**config.mk**
```make
export PLATFORM = sky130hd
export DESIGN_NAME = uart_rx
export DESIGN_NICKNAME = d
export VERILOG_FILES = /design/src/rtl/uart_pkg.sv /design/src/rtl/uart_baud_tick.sv /design/src/rtl/uart_rx.sv
export SDC_FILE = /design/constraint.sdc
export NUM_CORES = 1
export LEC_CHECK = 0
export BUFFER_PORTS_ARGS = -buffer_cell sky130_fd_sc_hd__buf_2
export CAP_MARGIN = 20
export CORE_ASPECT_RATIO = 1.4
export CORE_MARGIN = 1
export CORE_UTILIZATION = 45
export DETAILED_ROUTE_END_ITERATION = 8
export PLACE_DENSITY = 0.65
export SYNTH_ARGS = -nofsm -noshare
export SYNTH_HDL_FRONTEND = slang
export SYNTH_SLANG_ARGS = --single-unit
```
**constraint.sdc**
```tcl
create_clock -name clk -period 2.2 [get_ports clk]
set_clock_uncertainty 0.1 [all_clocks]
set_input_delay 0.22 -clock clk [delete_from_list [all_inputs] [get_ports clk]]
set_output_delay 0.22 -clock clk [all_outputs]
set_load 0.005 [all_outputs]
```
**src/rtl/uart_pkg.sv**
```systemverilog
`default_nettype none
// ============================================================================
//  Module   : uart_pkg
//  Purpose  : Shared types and constants for the UART receive/transmit path.
//             Holds the receiver state enum, line-level constants for start
//             and stop bits, frame geometry and a 3-sample majority helper.
//  Ports    : none (package)
//  Revision : 1.0  initial release
// ============================================================================
package uart_pkg;

    typedef enum logic [1:0] {
        IDLE  = 2'd0,
        START = 2'd1,
        DATA  = 2'd2,
        STOP  = 2'd3
    } rx_state_t;

    localparam logic START_BIT  = 1'b0;
    localparam logic STOP_BIT   = 1'b1;
    localparam int   DATA_BITS  = 8;
    localparam int   OVERSAMPLE = 16;

    // Bit value when at least two of the three mid-bit samples agree.
    function automatic logic majority3(input logic a, input logic b, input logic c);
        return (a & b) | (a & c) | (b & c);
    endfunction

endpackage : uart_pkg
`default_nettype wire

```
**src/rtl/uart_baud_tick.sv**
```systemverilog
`default_nettype none
// ============================================================================
//  Module   : uart_baud_tick
//  Purpose  : Oversampling prescaler. Emits a one-clock tick every
//             DIV = CLK_FRQ/(BAUD_RATE*OVERSAMPLE) clocks. A restart pulse
//             zeroes the counter so the first tick lands DIV clocks later,
//             which aligns the tick grid to a detected start edge.
//  Ports    : clk      - system clock
//             areset_n - asynchronous active-low reset
//             restart  - zero the divider this clock
//             tick     - one-clock pulse at the oversample rate
//  Revision : 1.0  initial release
// ============================================================================
module uart_baud_tick #(
    parameter int CLK_FRQ    = 50_000_000,
    parameter int BAUD_RATE  = 115_200,
    parameter int OVERSAMPLE = 16
) (
    input  logic clk,
    input  logic areset_n,
    input  logic restart,
    output logic tick
);

    localparam int                 c_DIV   = CLK_FRQ / (BAUD_RATE * OVERSAMPLE);
    // Keep at least one counter bit so a divide-by-one build still elaborates.
    localparam int                 c_CNT_W = (c_DIV > 1) ? $clog2(c_DIV) : 1;
    localparam logic [c_CNT_W-1:0] c_LAST  = c_CNT_W'(c_DIV - 1);

    logic [c_CNT_W-1:0] r_cnt;

    always_ff @(posedge clk or negedge areset_n) begin
        if (!areset_n) begin
            r_cnt <= '0;
        end else if (restart || (r_cnt == c_LAST)) begin
            r_cnt <= '0;
        end else begin
            r_cnt <= r_cnt + 1'b1;
        end
    end

    assign tick = (r_cnt == c_LAST);

endmodule : uart_baud_tick
`default_nettype wire

```
**src/rtl/uart_rx.sv**
```systemverilog
`default_nettype none
// ============================================================================
//  Module   : uart_rx
//  Purpose  : 8N1 serial receiver. Synchronises the line, oversamples each
//             bit 16x, decides each bit by majority of samples 7/8/9 and
//             presents bytes over a valid/ack handshake with framing and
//             overrun error pulses.
//  Ports    : clk       - system clock
//             areset_n  - asynchronous active-low reset
//             data_in   - asynchronous serial line, idle high
//             data_out  - last accepted byte, held until the next one
//             rx_valid  - data_out not yet consumed
//             rx_ack    - consumer takes data_out (only while rx_valid)
//             rx_busy   - receiver outside IDLE
//             frame_err - one-clock pulse on a low stop bit
//             overrun   - one-clock pulse when a good byte meets rx_valid=1
//  Revision : 1.0  initial release
// ============================================================================
module uart_rx #(
    parameter int CLK_FRQ    = 50_000_000,
    parameter int BAUD_RATE  = 115_200,
    // Phase counter is 4 bits wide; only 16x oversampling is supported.
    parameter int OVERSAMPLE = 16
) (
    input  logic       clk,
    input  logic       areset_n,
    input  logic       data_in,
    output logic [7:0] data_out,
    output logic       rx_valid,
    input  logic       rx_ack,
    output logic       rx_busy,
    output logic       frame_err,
    output logic       overrun
);

    import uart_pkg::*;

    localparam logic [3:0] c_PH_S7  = 4'd7;
    localparam logic [3:0] c_PH_S8  = 4'd8;
    localparam logic [3:0] c_PH_DEC = 4'd9;
    localparam logic [3:0] c_PH_WRAP = 4'd0;
    localparam logic [2:0] c_LAST_BIT = 3'(DATA_BITS - 1);

    // ------------------------------------------------------------------
    // Line synchroniser and edge register (all idle high)
    // ------------------------------------------------------------------
    logic r_sync1;
    logic r_rx_s;
    logic r_rx_d;

    always_ff @(posedge clk or negedge areset_n) begin
        if (!areset_n) begin
            r_sync1 <= 1'b1;
            r_rx_s  <= 1'b1;
            r_rx_d  <= 1'b1;
        end else begin
            r_sync1 <= data_in;
            r_rx_s  <= r_sync1;
            r_rx_d  <= r_rx_s;
        end
    end

    // ------------------------------------------------------------------
    // Receiver state
    // ------------------------------------------------------------------
    rx_state_t            r_state;
    logic [3:0]           r_ph;
    logic                 r_samp7;
    logic                 r_samp8;
    logic [2:0]           r_bit_cnt;
    logic [DATA_BITS-1:0] r_shift;
    logic [7:0]           r_data_out;
    logic                 r_valid;
    logic                 r_busy;
    logic                 r_frame_err;
    logic                 r_overrun;

    logic       w_tick;
    logic       w_start_edge;
    logic [3:0] w_ph_next;
    logic       w_bit;

    assign w_start_edge = (r_state == IDLE) && (r_rx_s == START_BIT) && (r_rx_d == STOP_BIT);
    assign w_ph_next    = r_ph + 4'd1;
    // The third sample is the live synchronised line on the ph=9 tick.
    assign w_bit        = majority3(r_samp7, r_samp8, r_rx_s);

    uart_baud_tick #(
        .CLK_FRQ    (CLK_FRQ),
        .BAUD_RATE  (BAUD_RATE),
        .OVERSAMPLE (OVERSAMPLE)
    ) u_baud_tick (
        .clk      (clk),
        .areset_n (areset_n),
        .restart  (w_start_edge),
        .tick     (w_tick)
    );

    always_ff @(posedge clk or negedge areset_n) begin
        if (!areset_n) begin
            r_state     <= IDLE;
            r_ph        <= '0;
            r_samp7     <= 1'b0;
            r_samp8     <= 1'b0;
            r_bit_cnt   <= '0;
            r_shift     <= '0;
            r_data_out  <= '0;
            r_valid     <= 1'b0;
            r_busy      <= 1'b0;
            r_frame_err <= 1'b0;
            r_overrun   <= 1'b0;
        end else begin
            r_frame_err <= 1'b0;
            r_overrun   <= 1'b0;

            // Ack clears valid; a coincident good-stop load below overrides it.
            if (rx_ack && r_valid) begin
                r_valid <= 1'b0;
            end

            // Phase tracking and sample capture are common to every active state.
            if ((r_state != IDLE) && w_tick) begin
                r_ph <= w_ph_next;
                if (w_ph_next == c_PH_S7) begin
                    r_samp7 <= r_rx_s;
                end
                if (w_ph_next == c_PH_S8) begin
                    r_samp8 <= r_rx_s;
                end
            end

            case (r_state)
                IDLE: begin
                    if (w_start_edge) begin
                        r_ph    <= '0;
                        r_state <= START;
                        r_busy  <= 1'b1;
                    end
                end

                START: begin
                    if (w_tick) begin
                        if ((w_ph_next == c_PH_DEC) && (w_bit != START_BIT)) begin
                            // False start: return quietly.
                            r_state <= IDLE;
                            r_busy  <= 1'b0;
                        end else if (w_ph_next == c_PH_WRAP) begin
                            r_state   <= DATA;
                            r_bit_cnt <= '0;
                        end
                    end
                end

                DATA: begin
                    if (w_tick) begin
                        if (w_ph_next == c_PH_DEC) begin
                            r_shift <= {w_bit, r_shift[DATA_BITS-1:1]};
                        end else if (w_ph_next == c_PH_WRAP) begin
                            if (r_bit_cnt == c_LAST_BIT) begin
                                r_state <= STOP;
                            end else begin
                                r_bit_cnt <= r_bit_cnt + 3'd1;
                            end
                        end
                    end
                end

                STOP: begin
                    // Leave on the decision tick so a following start edge
                    // that arrives early in the stop bit is not missed.
                    if (w_tick && (w_ph_next == c_PH_DEC)) begin
                        r_state <= IDLE;
                        r_busy  <= 1'b0;
                        if (w_bit == STOP_BIT) begin
                            if (r_valid && !rx_ack) begin
                                r_overrun <= 1'b1;
                            end else begin
                                r_data_out <= r_shift;
                                r_valid    <= 1'b1;
                            end
                        end else begin
                            r_frame_err <= 1'b1;
                        end
                    end
                end

                default: begin
                    r_state <= IDLE;
                    r_busy  <= 1'b0;
                end
            endcase
        end
    end

    assign data_out  = r_data_out;
    assign rx_valid  = r_valid;
    assign rx_busy   = r_busy;
    assign frame_err = r_frame_err;
    assign overrun   = r_overrun;

endmodule : uart_rx
`default_nettype wire

```
==> results of run 1 <==
-- logic make-up after synthesis --
family,after synthesis,synth area share [%]
compound gates,20,8.04
fa+ha+maj,13,8.44
xor+xnor,8,4.64
buf+inv,9,2.09
mux,19,11.2
flops,39,51.2
simple gates,49,14.4
-- flip-flops by register name (all words and copies together) (netlist names), named ones only --
name,flops
r_ph,4
overrun,1
r_shift,8
r_samp7,1
r_rx_d,1
r_bit_cnt,3
rx_busy,1
r_state,1
r_sync1,1
rx_valid,1
u_baud_tick.r_cnt,5
data_out,8
frame_err,1
r_samp8,1
r_rx_s,1
-- per-stage QoR --
stage	total power (W)	setup TNS, ns
finish	0.00190	0
global route	0.00203	-0.0290
CTS	0.00192	0
detailed placement	0.00141	0
global placement	0.00138	0
floorplan	0.00127	0
-- repair_timing --
item	4_1_cts	5_1_grt
hold endpoints to repair	37	0
setup endpoints to repair	0	9
gates resized for setup	0	1
hold buffers	2	0
buffers inserted	0	2
-- critical path: stages, from the launching register on --
cell and delay (ns):
sky130_fd_sc_hd__dfrtp_1 0.41, sky130_fd_sc_hd__inv_1 0.07, sky130_fd_sc_hd__ha_1 0.16, sky130_fd_sc_hd__and4b_2 0.29
sky130_fd_sc_hd__nand4_4 0.13, sky130_fd_sc_hd__o21ai_4 0.20, sky130_fd_sc_hd__o21ai_2 0.12, sky130_fd_sc_hd__a211oi_2 0.20
sky130_fd_sc_hd__mux2_1 0.34
-- report_power, final --
part | switching (W) | leakage, nW | internal [W]
clock network | 0.000269 | 0.0408 | 0.000227
registers | 0.0000872 | 0.519 | 0.000804
logic | 0.000292 | 0.520 | 0.000221
-- metal layers --
| metal | GRT usage [%] | vias up | wire (um) |
|---|---|---|---|
| met1 | 22.2 | 615 | 1430 |
| met3 | 3.58 | 10 | 110 |
| met4 | 10.5 | 0 | 107 |
| li1 | - | 598 | - |
| met2 | 29.2 | 28 | 1730 |
| met5 | 0 | - | 0 |
-- layout make-up --
| cell class | count | area, sq um | share of cell area (%) |
|---|---|---|---|
| Tap cell | 43 | 53.8 | 2.46 |
| Clock buffer | 5 | 68.8 | 3.15 |
| Clock inverter | 3 | 23.8 | 1.09 |
| Inverter | 6 | 22.5 | 1.03 |
| Multi-Input combinational cell | 109 | 896 | 41.0 |
| Sequential cell | 39 | 980 | 44.8 |
| Timing Repair Buffer | 23 | 140 | 6.41 |
-- placed cells by master, fill, tap and decap left out, types with 3 or more instances in the layout --
cell / n
sky130_fd_sc_hd__o21ai_0: 6
sky130_fd_sc_hd__dfrtp_1: 36
sky130_fd_sc_hd__nand2_1: 15
sky130_fd_sc_hd__xor2_1: 5
sky130_fd_sc_hd__nand2b_1: 3
sky130_fd_sc_hd__mux2_2: 18
sky130_fd_sc_hd__clkbuf_8: 5
sky130_fd_sc_hd__nor2_1: 11
sky130_fd_sc_hd__buf_2: 15
sky130_fd_sc_hd__dfstp_2: 3
sky130_fd_sc_hd__a21oi_1: 3
sky130_fd_sc_hd__nand3_1: 7
sky130_fd_sc_hd__inv_1: 6
sky130_fd_sc_hd__ha_1: 11
sky130_fd_sc_hd__buf_4: 6
-- Yosys cell counts (3+ instances only) --
| master | count | area [sq um] |
|---|---|---|
| sky130_fd_sc_hd__dfstp_2 | 3 | 78.8 |
| sky130_fd_sc_hd__ha_1 | 12 | 150 |
| sky130_fd_sc_hd__inv_1 | 6 | 22.5 |
| sky130_fd_sc_hd__o21ai_0 | 6 | 30.0 |
| sky130_fd_sc_hd__nor2_1 | 11 | 41.3 |
| sky130_fd_sc_hd__a21oi_1 | 3 | 15.0 |
| sky130_fd_sc_hd__nand3_1 | 7 | 35.0 |
| sky130_fd_sc_hd__nand2b_1 | 3 | 18.8 |
| sky130_fd_sc_hd__nand2_1 | 15 | 56.3 |
| sky130_fd_sc_hd__mux2_2 | 18 | 203 |
| sky130_fd_sc_hd__dfrtp_1 | 36 | 901 |
| sky130_fd_sc_hd__xor2_1 | 5 | 43.8 |
-- worst max-delay path by stage --
stage                                     from  slack, ns           to  cells past startpoint
after global routing      u_baud_tick.r_cnt[0]     -0.008  data_out[4]                      8
final                     u_baud_tick.r_cnt[0]       0.07     register                      8
after global placement    u_baud_tick.r_cnt[0]       0.12     register                      8
after floorplan           u_baud_tick.r_cnt[0]       0.17     register                      8
after CTS                 u_baud_tick.r_cnt[0]       0.05     register                      8
after detailed placement  u_baud_tick.r_cnt[0]       0.05     register                      8
==> flow_summary_export.csv, run 1 <==
group,metric,value,unit
synth,synth-seq-cells,39,
routing,drc,2,
timing,share_of_the_clock_period_used_by_the_worst_path,96.8,%
worst_setup_path,start_kind,"register",
synth,synthDistinctLibCells,40,
worst_setup_path,critPathMaxFanout,5,
clock_tree,clkSinkCount,39,
power,leakagePower,1.08,nW
layout,final_non_filler_cells,228,
routing,wl,3.38,mm
run_status,status,"finished, violations left",
run_status,violations,"design-rule violations",
global_route,via_count_of_the_first_global_routing_pass,1313,
synth,synth.cell_area,1910,sq um
global_route,grt_pass1_wl,6.15,mm
flow_run,drv.max_cap_violation_count,0,
clock_tree,cts_made_buffers,5,
timing,timing.max_slew.rel_slack,44.4,%
worst_setup_path,r2r.worst_path.cells,8,
timing,setup_viol,0,
routing,firstDrtPassIters,6,
worst_setup_path,timing.setup.critical_path_class,"reg2reg",
clock_tree,source_to_sink_clock_delay_at_the_later_pin_of_the_worst_skew_pair,0.29,ns
timing,max_slew.worst_pin.slew,0.834,ns
power,pwr_density_cell,870,nW/um^2
layout,nNetsFinal,200,
layout,share_of_post_route_cells_with_drive_strength_above_1,34.1,%
die,area_of_the_core_region,3990,sq um
worst_hold_path,min-delay-start,"rx_ack",
die,dieHeight,79.1,um
timing,setup_slack,0.0705,ns
die,die_outline_area,4520,sq um
timing,hold_slack,0.192,ns
synth,synth-edff-count,0,
routing,initialDrtViolationCount,29,
global_route,antenna_found_initial,0,
clock_tree,path_clk_slew,0.08,ns
place,globalplace.congestion,0.857,
die,die_width,57.1,um
worst_setup_path,required,2.28,ns
die,initial_utilization,48.0,%
die,ios,16,
worst_setup_path,critical_path.reg2reg.startpoint,"u_baud_tick.r_cnt[0]",
synth,synthesis.yosys.warnings,0,
layout,final_area,2180,sq um
power,vdd_drop_max,0.695,mV
layout,flow.area_growth_from_synthesis,14.2,%
place,post_dp_cell_area,2050,sq um
worst_hold_path,hp-class,"in2reg",
place,place_hpwl,2.44,mm
timing,layout_min_cycle_time,2.13,ns
timing,final-hold-violation-count,0,
clock_tree,h-tree-depth,2,
place,io_buffer_count,15,
synth,synthArstFlopShare,100,%
place,place.detailed.instances,216,
global_route,grt_overflow,0,
worst_hold_path,worst_hold_endpoint,"overrun",
timing,final_max_slew_viol_count,0,
layout,final_core_util,54.8,%
routing,detail-route-antenna-nets,0,
synth,synthesis.nets,173,
routing,routedWlPerCell,14.8,um
die,floorplan.rows,27,
timing,setup_repair_after_global_routing_missed_its_margin,"true",
place,dpl_worst_slack,0.0511,ns
synth,synth.avg_cell_area,12.2,sq um
clock_tree,clock_path_buffers,2,
synth,ys_seq_area_share,51.2,%
worst_setup_path,cp-end-kind,"register",
routing,dr_total_vias,1251,
clock_tree,cts_tree,"yes",
routing,vias_per_cell,5.49,
synth,yosys_most_used_dff,"sky130_fd_sc_hd__dfrtp_1",
global_route,maximum_number_of_pins_on_one_net_before_global_route_repair,40,
layout,fillers,348,
timing,achievable-frequency,470,MHz
layout,antenna_cells,0,
global_route,global_route.usage.total,18.0,%
clock_tree,clockRootBuffer,"sky130_fd_sc_hd__clkbuf_8",
worst_setup_path,critPathArrivalTime,2.21,ns
synth,synthesis.instances,157,
worst_hold_path,min_delay_path_depth,3,
worst_setup_path,worst-r2r-setup-slack,0.07,ns
Power figures use the tool's default switching activity.
==> inputs of run 2 (changes only) <==
Clock period 2.2 ns to 1.8 ns, I/O delays scaled along.
==> flow_summary_export.csv, run 2 (synthesis results as in run 1) <==
group,metric,value,unit
run_status,status,"finished, violations left",
run_status,violations,"design-rule violations, negative setup slack",
power,vdd_drop_max,0.845,mV
layout,share_of_post_route_cells_with_drive_strength_above_1,45.7,%
worst_hold_path,min_delay_path_depth,3,
worst_setup_path,timing.setup.critical_path_class,"reg2reg",
place,globalplace.congestion,0.788,
clock_tree,cts_made_buffers,5,
worst_setup_path,worstPathCellList,"and2_2, xnor2_4, and3_1, nand3_1, a211oi_2, mux2_4",
die,area_of_the_core_region,3990,sq um
die,initial_utilization,48.0,%
timing,final-hold-violation-count,0,
power,pwr_density_cell,1070,nW/um^2
clock_tree,clkSinkCount,39,
worst_setup_path,worst-r2r-setup-slack,-0.30,ns
worst_setup_path,critPathMaxFanout,6,
timing,max_slew.worst_pin.slew,0.549,ns
layout,antenna_cells,0,
routing,routedWlPerCell,14.6,um
layout,nNetsFinal,225,
worst_hold_path,min-delay-start,"rx_ack",
routing,wl,3.70,mm
clock_tree,h-tree-depth,2,
power,leakagePower,1.23,nW
worst_setup_path,timing.critical_path.slowest_cell_delay,0.45,ns
global_route,via_count_of_the_first_global_routing_pass,1474,
timing,hold_slack,0.159,ns
worst_setup_path,r2r.worst_path.cells,6,
worst_setup_path,critical_path.reg2reg.startpoint,"r_ph[1]",
worst_hold_path,hp-class,"in2reg",
worst_setup_path,critPathArrivalTime,2.18,ns
timing,layout_min_cycle_time,2.10,ns
global_route,grt_pass1_wl,6.49,mm
routing,dr_total_vias,1336,
die,dieHeight,79.1,um
timing,setup_repair_after_global_routing_missed_its_margin,"true",
worst_hold_path,worst_hold_endpoint,"overrun",
flow_run,drv.max_cap_violation_count,0,
die,floorplan.rows,27,
routing,initialDrtViolationCount,21,
global_route,antenna_found_initial,0,
layout,layout.cells.most_common_list,"sky130_fd_sc_hd__dfrtp_1 (36), sky130_fd_sc_hd__buf_4 (28), sky130_fd_sc_hd__mux2_2 (16)",
worst_setup_path,path_delay_family,"simple AND/OR/NAND/NOR gates",
place,io_buffer_count,15,
worst_setup_path,cpMaxStageDelayCell,"sky130_fd_sc_hd__dfrtp_1",
worst_setup_path,start_kind,"register",
clock_tree,source_to_sink_clock_delay_at_the_later_pin_of_the_worst_skew_pair,0.29,ns
die,die_outline_area,4520,sq um
routing,vias_per_cell,5.28,
layout,flow.area_growth_from_synthesis,27.4,%
clock_tree,cts_tree,"yes",
clock_tree,clockRootBuffer,"sky130_fd_sc_hd__clkbuf_8",
timing,share_of_the_clock_period_used_by_the_worst_path,117,%
timing,timing.max_slew.rel_slack,63.3,%
global_route,maximum_number_of_pins_on_one_net_before_global_route_repair,40,
global_route,grt_overflow,0,
timing,setup_viol,22,
place,place_hpwl,2.76,mm
clock_tree,path_clk_slew,0.08,ns
die,die_width,57.1,um
die,ios,16,
routing,drc,2,
worst_setup_path,cp-end-kind,"register",
timing,final_max_slew_viol_count,0,
timing,achievable-frequency,476,MHz
worst_setup_path,required,1.88,ns
global_route,global_route.usage.total,19.0,%
clock_tree,clock_path_buffers,2,
worst_setup_path,cp.depth,6,
routing,detail-route-antenna-nets,0,
timing,setup_slack,-0.301,ns
worst_setup_path,buffers_plus_inverters_on_the_worst_setup_path,0,
layout,final_common_cell,"sky130_fd_sc_hd__dfrtp_1",
power,power,0.00260,W
routing,firstDrtPassIters,6,
run 2: repair_timing:
action | CTS | global route
hold endpoints to repair | 37 | 0
endpoints found under the setup margin | 22 | 29
pin swaps | 5 | 6
resized for setup | 5 | 11
hold buffers | 2 | 0
setup buffers | 2 | 3
run 2: worst reg2reg max path, delay by kind of cell (launching register included):
kind / cells / cell delay, ns
compound gates: 1 / 0.29
flops: 1 / 0.45
xor+xnor: 1 / 0.21
simple gates: 3 / 0.62
mux: 1 / 0.33
run 2: stage by stage:
| step | worst slack, ns | cells | cell area (sq um) | util, % | setup TNS, ns |
|---|---|---|---|---|---|
| floorplan | -0.229 | 157 | 1910 | - | -1.72 |
| global placement | -0.246 | 239 | 2240 | 56.2 | -3.87 |
| detailed placement | -0.349 | 239 | 2240 | 56.2 | -5.14 |
| CTS | -0.312 | 251 | 2380 | 59.7 | -4.67 |
| global route | -0.361 | 253 | 2440 | 61.1 | -6.19 |
| finish | -0.301 | 253 | 2440 | 61.1 | -3.88 |
run 2: power by group:
group          internal (W)  leakage, nW  switching (W)
sequential         0.000983        0.519      0.0000718
combinational      0.000506        0.670       0.000458
clock              0.000270       0.0402       0.000317
run 2: layer usage:
| layer | routed length (um) | part of all wire (%) | vias to the layer above | global-route usage, % |
|---|---|---|---|---|
| met5 | 0 | 0 | - | 0 |
| met4 | 81 | 2.2 | 0 | 8.29 |
| met2 | 2010 | 54 | 21 | 35.5 |
| li1 | - | - | 646 | - |
| met1 | 1500 | 41 | 662 | 20.1 |
| met3 | 100 | 2.7 | 7 | 4.07 |
run 2: worst max path at each step:
stage,from,to,slack (ns)
floorplan,u_baud_tick.r_cnt[0],register,-0.23
global placement,u_baud_tick.r_cnt[0],register,-0.25
detailed placement,u_baud_tick.r_cnt[0],register,-0.35
CTS,u_baud_tick.r_cnt[0],register,-0.31
global route,r_ph[1],register,-0.36
finish,r_ph[1],register,-0.30
run 2: cell type report:
type	count	area, sq um
clock buffers	5	68.8
clock inverters	3	20.0
fillers	317	1550
inverters	6	22.5
multi-input cells	109	945
flip-flops and latches	39	980
well taps	43	53.8
repair buffers	48	348
==> inputs of run 3 (changes only) <==
--- a/config.mk
+++ b/config.mk
@@ -15,3 +15,4 @@
 export SYNTH_ARGS = -nofsm -noshare
 export SYNTH_HDL_FRONTEND = slang
+export SYNTH_HIERARCHICAL = 1
 export SYNTH_SLANG_ARGS = --single-unit
==> constraint.sdc (replaced) <==
create_clock -name clk -period 1.8 [get_ports clk]
set_clock_uncertainty 0.1 [all_clocks]
set_input_delay 0.18 -clock clk [delete_from_list [all_inputs] [get_ports clk]]
set_output_delay 0.18 -clock clk [all_outputs]
set_load 0.1 [all_outputs]
==> flow_summary_export.csv, run 3 <==
group,metric,value,unit
run_status,violations,"design-rule violations, negative setup slack",
synth,synthesis.nets,165,
die,floorplan.rows,28,
synth,yosys_most_used_dff,"sky130_fd_sc_hd__dfrtp_1",
timing,setup_slack,-0.132,ns
routing,dr_total_vias,1366,
die,ios,16,
place,dpl_worst_slack,-0.149,ns
synth,synthesis.yosys.warnings,6,
worst_setup_path,timing.critical_path.slowest_cell_delay,0.38,ns
timing,final_max_slew_viol_count,0,
synth,ys_seq_area_share,49.5,%
timing,achievable-frequency,517,MHz
routing,detail-route-antenna-nets,0,
timing,setup_viol,22,
routing,vias_per_cell,5.02,
timing,max_slew.worst_pin.slew,0.583,ns
die,dieHeight,80.5,um
synth,yosys.cell_count.top_type,"sky130_fd_sc_hd__dfrtp_1",
die,initial_utilization,46.7,%
layout,final_non_filler_cells,272,
worst_hold_path,hp-class,"in2reg",
timing,timing.max_slew.rel_slack,61.1,%
timing,finalSetupTns,-2.04,ns
place,globalplace.congestion,0.869,
worst_setup_path,worstPathCellList,"buf_4, and3b_1, o211ai_2, a21boi_4, and3_4, buf_12, mux2_4",
die,area_of_the_core_region,4240,sq um
clock_tree,h-tree-depth,2,
die,die_outline_area,4670,sq um
synth,synthArstFlopShare,100,%
global_route,global_route.usage.total,18.7,%
synth,yosysTopAreaCell,"sky130_fd_sc_hd__dfrtp_1",
global_route,antenna_found_initial,0,
worst_setup_path,start_kind,"register",
die,die_width,58.1,um
synth,synth.cell_area,1980,sq um
synth,synth-seq-cells,39,
clock_tree,clock_path_buffers,2,
clock_tree,path_clk_slew,0.08,ns
clock_tree,clockRootBuffer,"sky130_fd_sc_hd__clkbuf_8",
timing,share_of_the_clock_period_used_by_the_worst_path,107,%
worst_setup_path,timing.setup.critical_path_class,"reg2reg",
synth,synth.top_cells.by_area,"sky130_fd_sc_hd__dfrtp_1 (45%), sky130_fd_sc_hd__mux2_4 (7.6%), sky130_fd_sc_hd__mux2_2 (5.1%)",
clock_tree,cts_tree,"yes",
synth,synthesis.instances,154,
place,place_hpwl,2.87,mm
synth,synth.avg_cell_area,12.9,sq um
clock_tree,clkSinkCount,39,
layout,final_common_cell,"sky130_fd_sc_hd__dfrtp_1",
worst_setup_path,cpMaxStageDelayCell,"sky130_fd_sc_hd__dfrtp_1",
global_route,via_count_of_the_first_global_routing_pass,1395,
routing,wl,4.01,mm
worst_setup_path,critPathMaxFanout,8,
clock_tree,source_to_sink_clock_delay_at_the_later_pin_of_the_worst_skew_pair,0.29,ns
synth,synth_top_cell_area_share,45.5,%
layout,share_of_post_route_cells_with_drive_strength_above_1,50.9,%
layout,layout.cells.most_common_list,"sky130_fd_sc_hd__dfrtp_1 (36), sky130_fd_sc_hd__buf_4 (33), sky130_fd_sc_hd__buf_2 (15)",
routing,firstDrtPassIters,6,
worst_setup_path,required,1.88,ns
synth,synth-edff-count,0,
layout,flow.area_growth_from_synthesis,32.7,%
place,io_buffer_count,15,
power,leakagePower,1.29,nW
power,vdd_drop_max,0.504,mV
power,pwr_density_cell,905,nW/um^2
timing,final-hold-violation-count,0,
synth,ys_top_cells_by_count,"sky130_fd_sc_hd__dfrtp_1 (36), sky130_fd_sc_hd__nor2_1 (13), sky130_fd_sc_hd__mux2_4 (10)",
global_route,grt_pass1_wl,6.54,mm
global_route,maximum_number_of_pins_on_one_net_before_global_route_repair,31,
flow_run,drv.max_cap_violation_count,0,
routing,initialDrtViolationCount,62,
global_route,grt_overflow,0,
routing,drc,2,
run_status,status,"finished, violations left",
clock_tree,cts_made_buffers,5,
worst_setup_path,critPathArrivalTime,2.01,ns
layout,antenna_cells,0,
place,place.detailed.instances,252,
synth,synthDistinctLibCells,44,
worst_setup_path,cp-end-kind,"register",
routing,routedWlPerCell,14.8,um
layout,nNetsFinal,222,
timing,layout_min_cycle_time,1.93,ns
timing,setup_repair_after_global_routing_missed_its_margin,"true",
==> run 3: stage by stage <==
step	instance area [sq um]	utilization (%)	total power [W]	hold WS, ns
after floorplan	1990	-	0.00128	-0.216
after global placement	2310	54.6	0.00146	-0.0390
after detailed placement	2310	54.6	0.00149	-0.0335
after CTS	2550	60.1	0.00239	0.165
after global routing	2630	62.0	0.00250	0.178
final	2630	62.0	0.00238	0.160
==> run 3: worst paths after layout <==
path	from	end	slack [ns]	depth (start not counted)
max reg2reg	r_ph[1]	r_shift[0]	-0.13	7
min reg2reg	r_sync1	r_rx_s	0.26	0
min	rx_ack	rx_valid	0.16	3
max in group asynchronous	areset_n	r_sync1	0.89	3
min in group asynchronous	areset_n	r_ph[3]	0.20	2
max	r_ph[1]	r_shift[0]	-0.13	7
==> run 3: where the power goes <==
part	internal, W	switching, W
Sequential	0.000950	0.0000432
Clock	0.000554	0.000309
Combinational	0.000270	0.000252
==> run 3: worst max-delay path: cells and delay by family, from the launching register on <==
family | cells | cell delay, ns
muxes | 1 | 0.29
DFF | 1 | 0.38
AOI/OAI and AO/OA | 2 | 0.36
buffers and inverters | 2 | 0.30
and+or+nand+nor | 2 | 0.38
==> run 3: logic make-up (layout without fill, tap and decap cells) <==
group | count (synthesis) | count (layout) | synth area share, %
XOR/XNOR | 4 | 4 | 1.77
AND/OR/NAND/NOR | 50 | 50 | 16.6
flip-flops | 39 | 39 | 49.5
buffers and inverters | 12 | 70 | 4.80
AO/OA/AOI/OAI | 20 | 20 | 8.72
multiplexers | 21 | 21 | 13.7
adder cells (fa/ha/maj) | 8 | 8 | 4.93
==> run 3: routing by layer <==
layer  part of all wire (%)  track usage, %  vias to the layer above
met4                    1.5            6.43                        0
met2                     58            35.7                       20
met1                     39            19.4                      685
met5                      0               0                        -
li1                       -               -                      654
met3                    2.3            4.51                        7
==> run 3: final cells by class <==
type	count	area [sq um]
fillers	336	1610
clock inverters	2	60.1
flip-flops and latches	39	980
multi-input cells	103	988
well taps	60	75.1
clock buffers	6	72.6
repair buffers	56	428
inverters	6	25.0
==> run 3: timing repair <==
action | in CTS | in global routing
setup buffers | 5 | 5
endpoints found under the hold margin | 37 | 0
endpoints found under the setup margin | 22 | 26
pin swaps | 7 | 11
hold buffers | 2 | 0
gates cloned | 0 | 0
gates resized for setup | 10 | 10
